### src/rtl/dump_pkg.sv
// Shared constants and state encoding for the RAM-to-UART dump sequencer.
package dump_pkg;

  localparam int ADDR_W = 14;
  localparam int DATA_W = 16;

  // Byte-select values for the word being sent.
  localparam logic LO = 1'b0;
  localparam logic HI = 1'b1;

  typedef enum logic [2:0] {
    IDLE  = 3'd0,
    ADDR  = 3'd1,
    CAPT  = 3'd2,
    TX_LO = 3'd3,
    TX_HI = 3'd4,
    DONE  = 3'd5
  } state_t;

endpackage

### src/rtl/uart_byte_hs.sv
// One-byte valid/ack holding register in front of the UART TX byte port.
module uart_byte_hs (
  input  logic       clk,
  input  logic       rst_n,
  input  logic       load,
  input  logic [7:0] din,
  input  logic       ack,
  output logic       valid,
  output logic [7:0] data,
  output logic       xfer
);

  logic       valid_r;
  logic [7:0] data_r;

  assign xfer  = valid_r & ack;
  assign valid = valid_r;
  assign data  = data_r;

  // Byte holding register: data only changes on load, so it is frozen while valid.
  always_ff @(posedge clk or negedge rst_n) begin
    if (!rst_n) begin
      valid_r <= 1'b0;
      data_r  <= 8'h00;
    end else if (load) begin
      valid_r <= 1'b1;
      data_r  <= din;
    end else if (xfer) begin
      valid_r <= 1'b0;
    end
  end

endmodule

### src/rtl/mem_uart_dump_ctrl.sv
// Command-driven sequencer streaming a block of RAM words out over the UART TX byte port.
module mem_uart_dump_ctrl #(
  parameter int ADDR_W = dump_pkg::ADDR_W,
  parameter int DATA_W = dump_pkg::DATA_W
) (
  input  logic              clk,
  input  logic              rst_n,
  input  logic              cmd_valid,
  output logic              cmd_ready,
  input  logic [ADDR_W-1:0] cmd_addr,
  input  logic [ADDR_W-1:0] cmd_len,
  input  logic              cmd_both,
  input  logic              abort,
  output logic [ADDR_W-1:0] mem_addr,
  input  logic [DATA_W-1:0] mem_data,
  output logic              uart_valid,
  output logic [7:0]        uart_data,
  input  logic              uart_ack,
  output logic              busy,
  output logic              done,
  output logic              aborted
);

  import dump_pkg::*;

  localparam logic [ADDR_W-1:0] ONE  = {{(ADDR_W-1){1'b0}}, 1'b1};
  localparam logic [ADDR_W-1:0] ZERO = {ADDR_W{1'b0}};

  state_t            state_r, state_nxt_s;
  logic [ADDR_W-1:0] addr_r, rem_r;
  logic              mode_r, abort_pend_r;
  logic [7:0]        hi_r;
  logic              done_r, aborted_r, busy_r, ready_r;

  logic       accept_s, load_s, sel_s, addr_inc_s, rem_dec_s;
  logic       abort_set_s, fin_abort_s, word_end_s, xfer_s;
  logic [7:0] byte_s;

  assign mem_addr  = addr_r;
  assign cmd_ready = ready_r;
  assign busy      = busy_r;
  assign done      = done_r;
  assign aborted   = aborted_r;

  // The low byte goes straight from the RAM bus; only the high byte needs holding.
  assign byte_s = (sel_s == HI) ? hi_r : mem_data[7:0];

  uart_byte_hs u_hs (
    .clk   (clk),
    .rst_n (rst_n),
    .load  (load_s),
    .din   (byte_s),
    .ack   (uart_ack),
    .valid (uart_valid),
    .data  (uart_data),
    .xfer  (xfer_s)
  );

  // Next-state and control decode.
  always_comb begin
    state_nxt_s = state_r;
    accept_s    = 1'b0;
    load_s      = 1'b0;
    sel_s       = LO;
    addr_inc_s  = 1'b0;
    rem_dec_s   = 1'b0;
    abort_set_s = 1'b0;
    fin_abort_s = 1'b0;
    word_end_s  = 1'b0;
    case (state_r)
      IDLE: begin
        if (cmd_valid) begin
          accept_s = 1'b1;
          if (cmd_len == ZERO) begin
            state_nxt_s = DONE;
          end else begin
            state_nxt_s = ADDR;
          end
        end else begin
          state_nxt_s = IDLE;
        end
      end
      ADDR: begin
        if (abort) begin
          state_nxt_s = DONE;
          fin_abort_s = 1'b1;
        end else begin
          state_nxt_s = CAPT;
        end
      end
      CAPT: begin
        if (abort) begin
          state_nxt_s = DONE;
          fin_abort_s = 1'b1;
        end else begin
          load_s      = 1'b1;
          sel_s       = LO;
          state_nxt_s = TX_LO;
        end
      end
      TX_LO: begin
        if (xfer_s) begin
          if (!mode_r) begin
            word_end_s = 1'b1;
          end else if (abort || abort_pend_r) begin
            state_nxt_s = DONE;
            fin_abort_s = 1'b1;
          end else begin
            state_nxt_s = TX_HI;
          end
        end else begin
          abort_set_s = abort;
        end
      end
      TX_HI: begin
        // First TX_HI cycle is the mandatory idle gap; the high byte loads during it.
        if (!uart_valid) begin
          if (abort) begin
            state_nxt_s = DONE;
            fin_abort_s = 1'b1;
          end else begin
            load_s = 1'b1;
            sel_s  = HI;
          end
        end else if (xfer_s) begin
          word_end_s = 1'b1;
        end else begin
          abort_set_s = abort;
        end
      end
      DONE: begin
        state_nxt_s = IDLE;
      end
      default: begin
        state_nxt_s = IDLE;
      end
    endcase
    // A same-cycle abort on the final byte still counts as normal completion.
    if (word_end_s) begin
      if (rem_r == ONE) begin
        state_nxt_s = DONE;
        fin_abort_s = abort_pend_r;
      end else if (abort || abort_pend_r) begin
        state_nxt_s = DONE;
        fin_abort_s = 1'b1;
      end else begin
        state_nxt_s = ADDR;
        addr_inc_s  = 1'b1;
        rem_dec_s   = 1'b1;
      end
    end else begin
      addr_inc_s = 1'b0;
      rem_dec_s  = 1'b0;
    end
  end

  // State register and registered status outputs.
  always_ff @(posedge clk or negedge rst_n) begin
    if (!rst_n) begin
      state_r   <= IDLE;
      done_r    <= 1'b0;
      aborted_r <= 1'b0;
      busy_r    <= 1'b0;
      ready_r   <= 1'b1;
    end else begin
      state_r   <= state_nxt_s;
      done_r    <= (state_nxt_s == DONE);
      aborted_r <= (state_nxt_s == DONE) & fin_abort_s;
      busy_r    <= (state_nxt_s != IDLE);
      ready_r   <= (state_nxt_s == IDLE);
    end
  end

  // Address/remaining counters, mode bit, high-byte hold and pending abort.
  always_ff @(posedge clk or negedge rst_n) begin
    if (!rst_n) begin
      addr_r       <= ZERO;
      rem_r        <= ZERO;
      mode_r       <= 1'b0;
      hi_r         <= 8'h00;
      abort_pend_r <= 1'b0;
    end else begin
      // An empty command leaves the RAM address untouched.
      if (accept_s && (cmd_len != ZERO)) begin
        addr_r <= cmd_addr;
      end else if (addr_inc_s) begin
        addr_r <= addr_r + ONE;
      end
      if (accept_s) begin
        rem_r <= cmd_len;
      end else if (rem_dec_s) begin
        rem_r <= rem_r - ONE;
      end
      if (accept_s) begin
        mode_r <= cmd_both;
      end
      if (state_r == CAPT) begin
        hi_r <= mem_data[15:8];
      end
      if (accept_s) begin
        abort_pend_r <= 1'b0;
      end else if (abort_set_s) begin
        abort_pend_r <= 1'b1;
      end
    end
  end

endmodule

### config.mk
export PLATFORM = sky130hd
export DESIGN_NAME = mem_uart_dump_ctrl
export DESIGN_NICKNAME = d
export VERILOG_FILES = /design/src/rtl/dump_pkg.sv /design/src/rtl/uart_byte_hs.sv /design/src/rtl/mem_uart_dump_ctrl.sv
export SDC_FILE = /design/constraint.sdc
export NUM_CORES = 1
export LEC_CHECK = 0
export ABC_AREA = 1
export CORE_MARGIN = 8
export CORE_UTILIZATION = 50
export DETAILED_ROUTE_END_ITERATION = 8
export PLACE_DENSITY = 0.79
export RECOVER_POWER = 25
export SLEW_MARGIN = 25
export SYNTH_ARGS = -nofsm -noshare
export SYNTH_HDL_FRONTEND = slang
export SYNTH_SLANG_ARGS = --single-unit
### constraint.sdc
create_clock -name clk -period 1.7 [get_ports clk]
set_input_delay 0.51 -clock clk [delete_from_list [all_inputs] [get_ports clk]]
set_output_delay 0.51 -clock clk [all_outputs]
set_load 0.01 [all_outputs]
After elaboration in Yosys (flattened, before gate mapping). Cells that the tools add are included.

Bits in registers: 54. Latch bits: 0. RAM bits: 0. Memory bits (read-only): 0. Bits of input ports: 50. Memories kept: 0.

$add $sub $neg: 2. Multiply operators: 0. Divide/modulo/power cells: 0. Order comparisons: 0. Eq/ne operators: 6. Shift operators: 0. Multiplexer cells: 48. Bitwise operators: 2. Reduce and logical (&&, ||, !) cells: 12.

Operators with widths (number): $mux 14 (4); $mux 3 (11); $mux 1 (27); $pmux 3 s5 (1); $add 14x1->14 const B (1); $eq 14x1->1 const B (1); $logic_not 14->1 (1); $reduce_bool 14->1 (1); $sub 14x1->14 const B (1); $mux 8 (1); $reduce_bool 2->1 (4); $eq 3x2->1 const B (2); $eq 3x3->1 const B (2); $logic_not 3->1 (2); $pmux 1 s2 (3); $eq 3x1->1 const B (1); $pmux 1 s3 (1); $reduce_bool 3->1 (1); $and 1x1->1 (2); $reduce_or 2->1 (1); $logic_and 1x1->1 (1); $logic_or 1x1->1 (1).

Logic depth before layout (Yosys ltp).
Word-level depth: 9. Depth in mapped cells: 11.

Modules after synthesis. From an unflattened synthesis, not the netlist that was laid out.

Cell total of the unflattened synthesis: 519. Area total of the unflattened synthesis: 3555.9 um2.

Modules (own cells, without submodules): mem_uart_dump_ctrl (instances 1, cells each 479, area an instance 3206.8 um2, sequential area each 1127.3 um2); uart_byte_hs (instances 1, cells each 40, area an instance 349.1 um2, sequential area each 225.2 um2).

Worst setup path before layout. No wires, ideal clock.

Path kind: in2reg. Start point: input cmd_len[0]. End point: register addr_r[9] (netlist: mem_addr[9]). Setup time: 65 ps. Arrival time: 1553 ps. Setup slack: 81 ps. Stages: 8. Path buffers: 2. Cells stage by stage: or2_0 -> nor2_1 -> nand2_1 -> nand2_2 -> buf_4 -> buf_2 -> nand3_1 -> nand2_1.

Word-level cells in the longest chain between the ends: 3.

Ends and longest elaborated chain: start: declaration (line mem_uart_dump_ctrl.sv:11) `input logic [ADDR_W-1:0] cmd_len,`; $reduce_bool 14->1 (*) (line mem_uart_dump_ctrl.sv:184) `if (accept_s && (cmd_len != ZERO)) begin`; $logic_and 1x1->1 (*) (line mem_uart_dump_ctrl.sv:184); $mux 14 or $reduce_bool 2->1 (tied branches); end signal: assignment (line mem_uart_dump_ctrl.sv:185) `addr_r <= cmd_addr;`; end signal: assignment (line mem_uart_dump_ctrl.sv:187) `addr_r <= addr_r + ONE;`; end: declaration (line mem_uart_dump_ctrl.sv:30) `logic [ADDR_W-1:0] addr_r, rem_r;`.

Every way passes the cells marked *; elsewhere a longest branch is shown, timed or not. A chain may end at the register's enable or synchronous reset.

Final worst setup path.
Start point: input cmd_len[4]. End point: register addr_r[1] (netlist: mem_addr[1]).

Same word-level chain as after synthesis.

==> metrics.txt <==
Min-Delay Startpoint=u_hs.data[0]; Cells after Synth=504; Crit Path Category=in2reg; detailed-placement wirelength estimate=roughly 7000 µm; drt total wl=9880 µm; worst hold path type=reg2reg; crit-path most repeated cell=nand2_1; FMAX=613 MHz; Final nets=682; pre-CTS WS=-0.377 ns; DIE AREA=between 9000 and 10000 µm²; Iteration-0 DRC Markers=between 150 and 200; critical path arrival=1.89 ns; GRT overflow=0; Flop pwr share=0.312; synth warn=0; Mapped Avg Cell Area=6.83 µm²; CP Cell Sequence=clkdlybuf4s50_1 > nor2_1 > nand3_1 > nor2_2 > nand2_2 > nand2_8 > clkbuf_16 > nand2_1 > nand2_1 > nand2_1 > nand2_1; post-route worst setup slack=0.0681 ns; Critical Path Fanout Max=7; Net Sw Power=3.17 mW; Reg2Reg Setup Slack=about 0.1 ns; minimum clock period=1.63 ns; status=completed; initial core utilization=0.513; Pre-antenna DRT Iters=5; CP Buf/Inv Count=2; Sw Share=0.442; area leader, netlist=dfrtp_1; Clock Sinks=54; CP Launch Point=cmd_len[4]; Worst VDD drop=0.000797 V; total number of vias=between 3000 and 4000; CP delay by family, top=simple AND/OR/NAND/NOR gates; Clock power frac=0.106; total track usage=0.201; Hold-fix buffers, CTS=0; GP Congestion=0.904; CTS H-tree depth=2; post-synthesis cell type count=32; R2R Path End=rem_r[11]; area share of the largest cell type after synthesis=0.385; Hold Vio Cnt, Final=0; slowest CP cell=clkdlybuf4s50_1; power per cell area=about 1500 nW/µm²; PortBufs=76; relative slew slack=0.190; Clock Pin Slew Worst Setup and Hold Paths=0.11 ns; layout cell share with drive strength beyond 1=0.167; total power=7.19 mW; I/O pin total=77; reg2reg path depth=10; Max Cap Viol=0; Worst-Skew Late Latency=0.31 ns; static leakage=2.67 nW; Setup Skew=0.0104 ns; crit start category=input pin; worst hold path endpoint=u_hs.data[0]; sequential fraction of the synthesis area=0.393; synth top area cells=dfrtp_1 (39%), nand2_1 (22%), nand3_1 (8.1%), nor2_1 (5.7%), inv_1 (4.4%); slowest stage delay, CP=0.42 ns; number of inserted diodes=0; DRC Markers=0; WP data required=between 1.5 and 2 ns; CP endpoint kind=register; # setup viols final=0; Final Max Slew Viols=0; CTS tree=built; EDFF count, synth=0; Int Power=4.02 mW; Logic pwr share=0.582; Core Area=6720 µm²; clock root cell=clkbuf_8; clock tree buffer depth=2; Async SR Flop Fraction=1.00; total CTS buffers=5; largest net degree at the start of global routing=55; post-synthesis register bit count=54; row count=30; wire length per cell=roughly 14 µm; initial antenna violation count=0; worst slew pin tran=between 1 and 1.5 ns; hold depth=2; routed vias/inst=5.25; remaining antenna violation count=0; vias in the first global route=3739; Primary FF master, synth=dfrtp_1; Die X=99 µm; area grow syn2layout=41.7%; FF-to-FF Start=rem_r[4]; first-pass GRT wire length=16400 µm; chip height=99 µm; synthesized cell area=3440 µm²; Final Cycle Share=0.960; syn_nets=between 500 and 600
[state kept, by name, summed over array words and instances, names as in the netlist, 3 cells and up]
register,flops
mem_addr,14
rem_r,14
hi_r,8
u_hs.data,8
state_r,3
[per-layer routing]
layer / vias up / share of wire / track usage
met2: 142 / 0.51 / 0.352
met3: 21 / 0.066 / 0.0359
met5: - / 0 / 0
met4: 0 / 0.016 / 0.0850
li1: 1853 / - / -
met1: 1712 / 0.40 / 0.234
[worst max path at each step]
stage,endpoint,cells after the start
finish,mem_addr[1],11
global placement,mem_addr[0],9
detailed placement,mem_addr[8],10
CTS,busy,1
global route,rem_r[11],10
floorplan,mem_addr[9],8
[final cells by class]
class                      instances  area [µm²]
clock buffer                       5        68.8
tap                               80         100
sequential                        54        1360
fill                             545        1840
timing repair buffer             132        1280
multi-input combinational        393        1890
inverter                          43         164
clock inverter                     3        25.0
[power by group through the flow]
stage	logic [mW]	registers (mW)	clock network (mW)
after CTS	4.07	2.22	0.787
final	4.18	2.24	0.764
after floorplan	2.26	2.41	0
after global routing	4.67	2.30	0.833
after global placement	3.77	2.30	0
after detailed placement	3.89	2.33	0
[per-stage QoR]
step                 util  hold slack [ns]  cell area, µm²  std cells  TNS, ns
floorplan               -            0.214            3440        504        0
global placement    0.681            0.460            4580        687   -11.15
detailed placement  0.681            0.459            4580        687   -12.01
CTS                 0.713            0.188            4790        709        0
global route        0.726            0.526            4880        710   -0.282
finish              0.726            0.492            4880        710        0
[cell families (layout without fill, tap and decap cells)]
family | after synthesis | after routing | share of synthesized area
multiplexers | 5 | 5 | 0.0163
AND/OR/NAND/NOR | 346 | 346 | 0.438
AO/OA/AOI/OAI | 31 | 31 | 0.0479
XOR/XNOR | 8 | 8 | 0.0203
adder cells (fa/ha/maj) | 3 | 3 | 0.0109
flip-flops | 54 | 54 | 0.393
buffers and inverters | 57 | 183 | 0.0741
[placed cells by master (no fill, tap or decap), types with 4 or more instances in the layout]
master / synthesis / final
dlygate4sd2_1: 0 / 26
xor2_1: 7 / 7
inv_1: 40 / 37
a21oi_1: 10 / 10
nand4_1: 11 / 11
dlymetal6s2s_1: 0 / 11
inv_2: 3 / 5
nor2_2: 1 / 5
dfrtp_1: 53 / 50
clkbuf_8: 0 / 5
buf_12: 0 / 5
nor2_4: 4 / 4
o21ai_1: 2 / 4
mux2_2: 5 / 5
clkdlybuf4s50_1: 0 / 38
nand3_1: 56 / 56
o21ai_0: 13 / 11
nor2_1: 52 / 48
nand2_1: 205 / 201
buf_4: 3 / 46
nand2_2: 5 / 7
[worst register-to-register path: cells and delay by family (launching register included)]
family        cells  cell delay, ns
buf+inv           2            0.26
flops             1            0.43
simple gates      8            0.80
[synthesized netlist by cell type (3+ instances only)]
cell type    n
nand2_1    205
nand3_1     56
dfrtp_1     53
nor2_1      52
inv_1       40
o21ai_0     13
nand4_1     11
a21oi_1     10
xor2_1       7
buf_2        6
mux2_2       5
nand2_2      5
nor2_4       4
buf_4        3
buf_6        3
ha_1         3
inv_2        3
nand3b_1     3
o22ai_1      3
[what timing repair did]
item                       CTS  global route
gates resized for setup     33            33
setup buffers               13             0
gates cloned                 1             1
hold endpoints to repair     0             0
pin swaps                    4            12
setup endpoints to repair   43            34
No activity file was read; power rests on OpenSTA's default activity.
